## src/rtl/sp_queue.sv

```systemverilog
// Sorted max-priority queue: a descending register array where q[0] always holds
// the largest stored key. Insert and remove each complete in a single cycle.
module sp_queue #(
   parameter int WIDTH = 8,
   parameter int DEPTH = 8,
   localparam int CNT_W = $clog2(DEPTH + 1)
) (
   input  logic             clk,
   input  logic             rst,
   input  logic             enqueue_sig,
   input  logic             dequeue_sig,
   input  logic [WIDTH-1:0] data_in,
   output logic [WIDTH-1:0] data_out,
   output logic             out_valid,
   output logic             full,
   output logic             empty,
   output logic [CNT_W-1:0] count,
   output logic             overflow,
   output logic             underflow
);

   logic [WIDTH-1:0] q_reg  [DEPTH];
   logic [WIDTH-1:0] base_w [DEPTH];
   logic [WIDTH-1:0] q_next [DEPTH];
   logic [DEPTH-1:0] ins_w;

   logic [CNT_W-1:0] count_reg, base_cnt, count_next;
   logic [WIDTH-1:0] data_out_reg;
   logic             full_reg, empty_reg;
   logic             out_valid_reg, overflow_reg, underflow_reg;
   logic             deq_ok, enq_ok;

   // A simultaneous dequeue frees a slot, so a full queue can still accept data.
   assign deq_ok     = dequeue_sig && !empty_reg;
   assign enq_ok     = enqueue_sig && (!full_reg || deq_ok);
   assign base_cnt   = count_reg - CNT_W'(deq_ok);
   assign count_next = base_cnt + CNT_W'(enq_ok);

   genvar gi;
   generate
      for (gi = 0; gi < DEPTH; gi++) begin : g_slot
         // base_w is the array after the optional dequeue shift; insertion works on it.
         if (gi == DEPTH - 1) begin : g_last
            assign base_w[gi] = deq_ok ? '0 : q_reg[gi];
         end else begin : g_mid
            assign base_w[gi] = deq_ok ? q_reg[gi+1] : q_reg[gi];
         end

         // Strict compare keeps ties in arrival order; empty slots always qualify.
         assign ins_w[gi] = (CNT_W'(gi) >= base_cnt) || (data_in > base_w[gi]);

         if (gi == 0) begin : g_head
            assign q_next[gi] = (enq_ok && ins_w[gi]) ? data_in : base_w[gi];
         end else begin : g_tail
            assign q_next[gi] = !(enq_ok && ins_w[gi]) ? base_w[gi] :
                                (ins_w[gi-1] ? base_w[gi-1] : data_in);
         end
      end
   endgenerate

   always_ff @(posedge clk) begin
      if (rst) begin
         for (int i = 0; i < DEPTH; i++) q_reg[i] <= '0;
         count_reg     <= '0;
         full_reg      <= 1'b0;
         empty_reg     <= 1'b1;
         data_out_reg  <= '0;
         out_valid_reg <= 1'b0;
         overflow_reg  <= 1'b0;
         underflow_reg <= 1'b0;
      end else begin
         for (int i = 0; i < DEPTH; i++) q_reg[i] <= q_next[i];
         count_reg     <= count_next;
         full_reg      <= (count_next == CNT_W'(DEPTH));
         empty_reg     <= (count_next == '0);
         if (deq_ok) data_out_reg <= q_reg[0];
         out_valid_reg <= deq_ok;
         overflow_reg  <= enqueue_sig && full_reg && !dequeue_sig;
         underflow_reg <= dequeue_sig && empty_reg;
      end
   end

   assign data_out  = data_out_reg;
   assign out_valid = out_valid_reg;
   assign full      = full_reg;
   assign empty     = empty_reg;
   assign count     = count_reg;
   assign overflow  = overflow_reg;
   assign underflow = underflow_reg;

endmodule

```

## config.mk

```make
export PLATFORM = sky130hd
export DESIGN_NAME = sp_queue
export DESIGN_NICKNAME = d
export VERILOG_FILES = /design/src/rtl/sp_queue.sv
export SDC_FILE = /design/constraint.sdc
export NUM_CORES = 1
export LEC_CHECK = 0
export CELL_PAD_IN_SITES_DETAIL_PLACEMENT = 1
export CELL_PAD_IN_SITES_GLOBAL_PLACEMENT = 1
export CORE_MARGIN = 4
export CORE_UTILIZATION = 24
export DETAILED_ROUTE_END_ITERATION = 10
export GPL_ROUTABILITY_DRIVEN = 1
export PLACE_DENSITY = 0.56
export SLEW_MARGIN = 15
export SYNTH_ARGS = -nofsm -noshare
export SYNTH_HDL_FRONTEND = slang
export SYNTH_SLANG_ARGS = --single-unit
```

## constraint.sdc

```tcl
create_clock -name clk -period 4.2 [get_ports clk]
set_input_delay 0.63 -clock clk [delete_from_list [all_inputs] [get_ports clk]]
set_output_delay 0.63 -clock clk [all_outputs]
set_load 0.005 [all_outputs]
```

==> impl_metrics.ini <==
[drt]
drcViolationCount = 0
first_iter_violations = 202
num_vias = 4866
viasPerCell = 5.101
wirelength_mm = 18.04
dr.pass1.iters = 4
antenna_left = 0
wl_per_cell_um = 18.91

[worst_setup_path]
path_cells = clkdlybuf4s50_1 -> nand2b_4 -> buf_4 -> mux2i_1 -> ha_1 -> nor2b_1 -> o211ai_1 -> a21oi_1 -> o22a_1 -> o21ai_1 -> o32ai_1
cpPeakStageDelay_ns = 0.57
worst-path-buf-inv = 2
cp_slowest_cell = o21ai_1
cp.arrival_ns = 3.92
critical-path-top-delay-family = compound AO/OA/AOI/OAI gates
end_kind = register
critical_path_class = in2reg
required_ns = 4.40
setup.worst_path.start_class = input port
crit_fanout = 19

[layout]
fin_util_pct = 29.16
largest_register_ffs = 64
multi_input_area_mm2 = 0.003607
drive_above_1_share_pct = 10.16
fill_cells = 2665
nNetsFinal = 744
seq_area_mm2 = 0.001622
final_cell_mix = mux2i_1 (84), dfxtp_1 (81), ha_1 (68)
n_antenna_cell = 0
syn_to_final_growth_pct = 19.16
final_common_cell = mux2i_1
fin_cells = 954

[clocking]
cts_resized = 0
cts_sinks = 81
clk-insertion-delay-late_ns = 0.36
cts_tree = yes
cts_made_buffers = 9
clk_pin_slew_ns = 0.07
postCtsHoldBufs = 0
clockBufferDepth = 2
cts_root_buf = clkbuf_16
post_cts_buffers = 0
cts.htree.levels = 3

[die]
core_area_mm2 = 0.02271
fp.dieW_um = 160.2
start_util_pct = 24.47
die_h_um = 160.2
dieArea_mm2 = 0.02565
num_io_pins = 29
rows = 55

[power_and_ir_drop]
p_leak_uw = 0.002900
ir_worst_vdd_uv = 293.5
power_density_mw_per_mm2 = 627.6

[logic_synthesis]
synth_seq_cells = 81
synth_edf_count = 0
ys_warn_count = 0
ys.flop_type = dfxtp_1
syn_nets = 706
synth_cell_types = 53
yosysSeqAreaShare_pct = 29.18
syn_inst = 626
syn_area_per_cell_um2 = 8.876
synth_area_mm2 = 0.005557
async_flop_share_pct = 0

[timing]
hold_slack_ns = 0.4534
worst_slack_ns = 0.4793
worst_pin_slew_ns = 0.8544
drv_slew = 0
setup_tns_ns = 0
clock-skew-final_ns = 0.005967
fin_crit_sh_pct = 88.59
clock.fmax_mhz = 268.8
grt_setup_unrepaired = no
final_hold_viol_count = 0
min_period_ns = 3.721
max_slew_margin_pct = 42.86
setup_violations = 0

[placement]
io_buffer_count = 28
pre_cts_ws_ns = 0.1516
place_inst = 938
gp_congestion = 0.7956
dp.final_hpwl_mm = 13.96

[global_routing]
grt_pass1_vias = 5210
track_usage_pct = 14.35
antenna_found_initial = 0
grt_pass1_wl_mm = 29.42
grt_max_degree = 26
grt_overflow = 0

[worst_hold_path]
worst_hold_path_type = reg2reg

[run]
max_cap_viol_count = 0

[run_status]
status = finished, final reports clean
-- worst paths after layout --
check,slack (ns),cells after the start,start,endpoint
min reg2reg,0.45,2,data_out[7],data_out[7]
min,0.45,2,data_out[7],data_out[7]
max reg2reg,0.84,10,empty,q_reg[0][48]
max,0.48,11,dequeue_sig,q_reg[0][48]
-- worst register-to-register path: cells and delay by family (launching register included) --
kind / cells / cell delay (ns)
compound gates: 5 / 1.40
fa+ha+maj: 1 / 0.31
buf+inv: 1 / 0.32
flops: 1 / 0.35
mux: 1 / 0.36
simple gates: 2 / 0.46
-- through the flow --
| step | area (um^2) | total power (uW) |
|---|---|---|
| 5_1_grt | 6621 | 4489 |
| 2_1_floorplan | 5557 | 2647 |
| 4_1_cts | 6621 | 4184 |
| 3_5_place_dp | 6335 | 3383 |
| 6_report | 6621 | 4155 |
| 3_3_place_gp | 6335 | 3299 |
-- Yosys cell counts, drive strengths merged, types with 3 or more instances --
master,instances,area share (%)
nand2,60,4.1
nand2b,5,0.70
a21o,4,0.54
nor2,34,2.3
o32ai,22,4.5
or3,8,0.90
nor2b,7,0.79
o21a,4,0.54
buf,24,2.3
clkbuf,11,0.74
xnor2,4,0.77
and2,16,1.8
mux2i,84,15
a21oi,37,3.3
a32o,8,1.4
nor3,3,0.27
o22ai,26,2.9
a211oi,3,0.41
dfxtp,81,29
o21ai,25,2.3
nand4,13,1.5
ha,68,15
a221oi,9,1.4
inv,46,3.1
-- report_power, final --
part | internal [uW] | switching, uW
clock network | 413 | 378
logic | 981 | 1270
registers | 966 | 148
total | 2360 | 1800
-- kinds of logic (layout without fill, tap and decap cells) --
group | count (synthesis) | after routing | share of synthesized area, %
adders and majority gates | 68 | 68 | 15.31
xor gates and xnor gates | 5 | 5 | 0.9234
DFF | 81 | 81 | 29.18
AOI/OAI and AO/OA | 150 | 150 | 19.48
buffers and inverters | 82 | 125 | 6.260
muxes | 84 | 84 | 15.13
and+or+nand+nor | 156 | 156 | 13.71
-- area by class of cell --
cell class                 count  area share [%]
multi-input combinational    463           54.48
inverter                      47           2.664
timing repair buffer          62           8.655
sequential                    81           24.49
tap                          285           5.385
clock inverter                 7          0.9259
clock buffer                   9           3.401
-- layer usage --
| layer | part of all wire [%] | GRT usage, % |
|---|---|---|
| met5 | 0 | 0 |
| met4 | 2.2 | 5.475 |
| met3 | 2.7 | 2.194 |
| met2 | 47 | 23.51 |
| met1 | 48 | 19.03 |
No activity file was read; power rests on OpenSTA's default activity.
==> RTL edit, RTL diff (same settings) <==
Put one more register stage on the output `count`. The value now appears one clock later. The other outputs are not delayed to match.
--- a/src/rtl/sp_queue.sv
+++ b/src/rtl/sp_queue.sv
@@ -85,5 +85,7 @@
    assign full      = full_reg;
    assign empty     = empty_reg;
-   assign count     = count_reg;
+   always_ff @(posedge clk) begin
+      count <= count_reg;
+   end
    assign overflow  = overflow_reg;
    assign underflow = underflow_reg;
Formal check against the unedited RTL: not equivalent (a bounded check fails within 4 cycles, from zero or initial values and one cycle with rst high).
==> RTL edit against the original RTL <==
- routed wire length grew 0.60%
- cell area increased by 4.2%
- power grew 1.9%
- area after synthesis increased by 2.3%
- sequential share of layout area rose by 0.17 points
- critical path type unchanged
- sequential cell count increased by 4
- setup slack improved by 250 ps
- count of clock-buffer cells in the layout rose by 1
==> RTL edit: results (changes against the original RTL) <==
Synth Area in Adders 15.0% (was 15.3%); outcome finished clean (unchanged); grt met2 use 22.9% (was 23.5%); non-clock inverter count 55 (was 47); WL/cell 17.5 um (was 18.9 um); Worst Hold Path EP count[0] (was data_out[7]); hold path startpoint count_reg[0] (was data_out[7]); FILL cells 2796 (was 2665); Synth Area in XOR/XNOR 0.902% (was 0.923%); first-pass GRT wire length 29.6 mm (was 29.4 mm); met2 WL 8.40 mm (was 8.43 mm); Worst path max stage delay 480 ps (was 570 ps); Setup Skew 10.0 ps (was 5.97 ps); largest net degree at the start of global routing 37 (was 26); Hold Path Depth 0 (was 2); pre-CTS setup slack 330 ps (was 152 ps); register share of the cell area 24.7% (was 24.5%); met1 Use GR 20.0% (was 19.0%); Final min period 3470 ps (was 3720 ps); metal3 WL 427 um (was 491 um); sw frac 42.3% (was 43.2%); sequential area share after synthesis 29.9% (was 29.2%); Via-to-Cell Ratio 4.77 (was 5.10); number of global-route vias before repair 5214 (was 5210); layout cell share with drive strength beyond 1 11.6% (was 10.2%); max_slew headroom 52.5% (was 42.9%); RD Place Congestion 0.768 (was 0.796); Netlist cell types 48 (was 53); critical path's slowest cell clkdlybuf4s50_1 (was o21ai_1); Multi-In Gates 486 (was 463); Layout clock buffers 10 (was 9); DR iter-0 viols 204 (was 202); Pleak 3.04 nW (was 2.90 nW); Post-Syn Nets 744 (was 706); metal1 wirelength 9.16 mm (was 8.72 mm)
-- RTL edit: power groups by stage --
stage                     registers (mW)  clock network, mW  logic (mW)
after floorplan                     1.12                  0        1.56
after global placement              1.18                  0        2.20
after detailed placement            1.18                  0        2.23
after CTS                           1.16              0.875        2.24
after global routing                1.19              0.918        2.49
final                               1.16              0.858        2.22
-- RTL edit: through the flow --
| step | instance area [um^2] | hold WS (ps) | utilization (%) | power [mW] | cells |
|---|---|---|---|---|---|
| CTS | 6900 | 363 | 29.5 | 4.28 | 1037 |
| detailed placement | 6590 | 358 | 28.2 | 3.40 | 1021 |
| global placement | 6590 | 351 | 28.2 | 3.38 | 1021 |
| finish | 6900 | 359 | 29.5 | 4.24 | 1037 |
| global route | 6900 | 372 | 29.5 | 4.60 | 1037 |
| floorplan | 5690 | 331 | - | 2.67 | 664 |
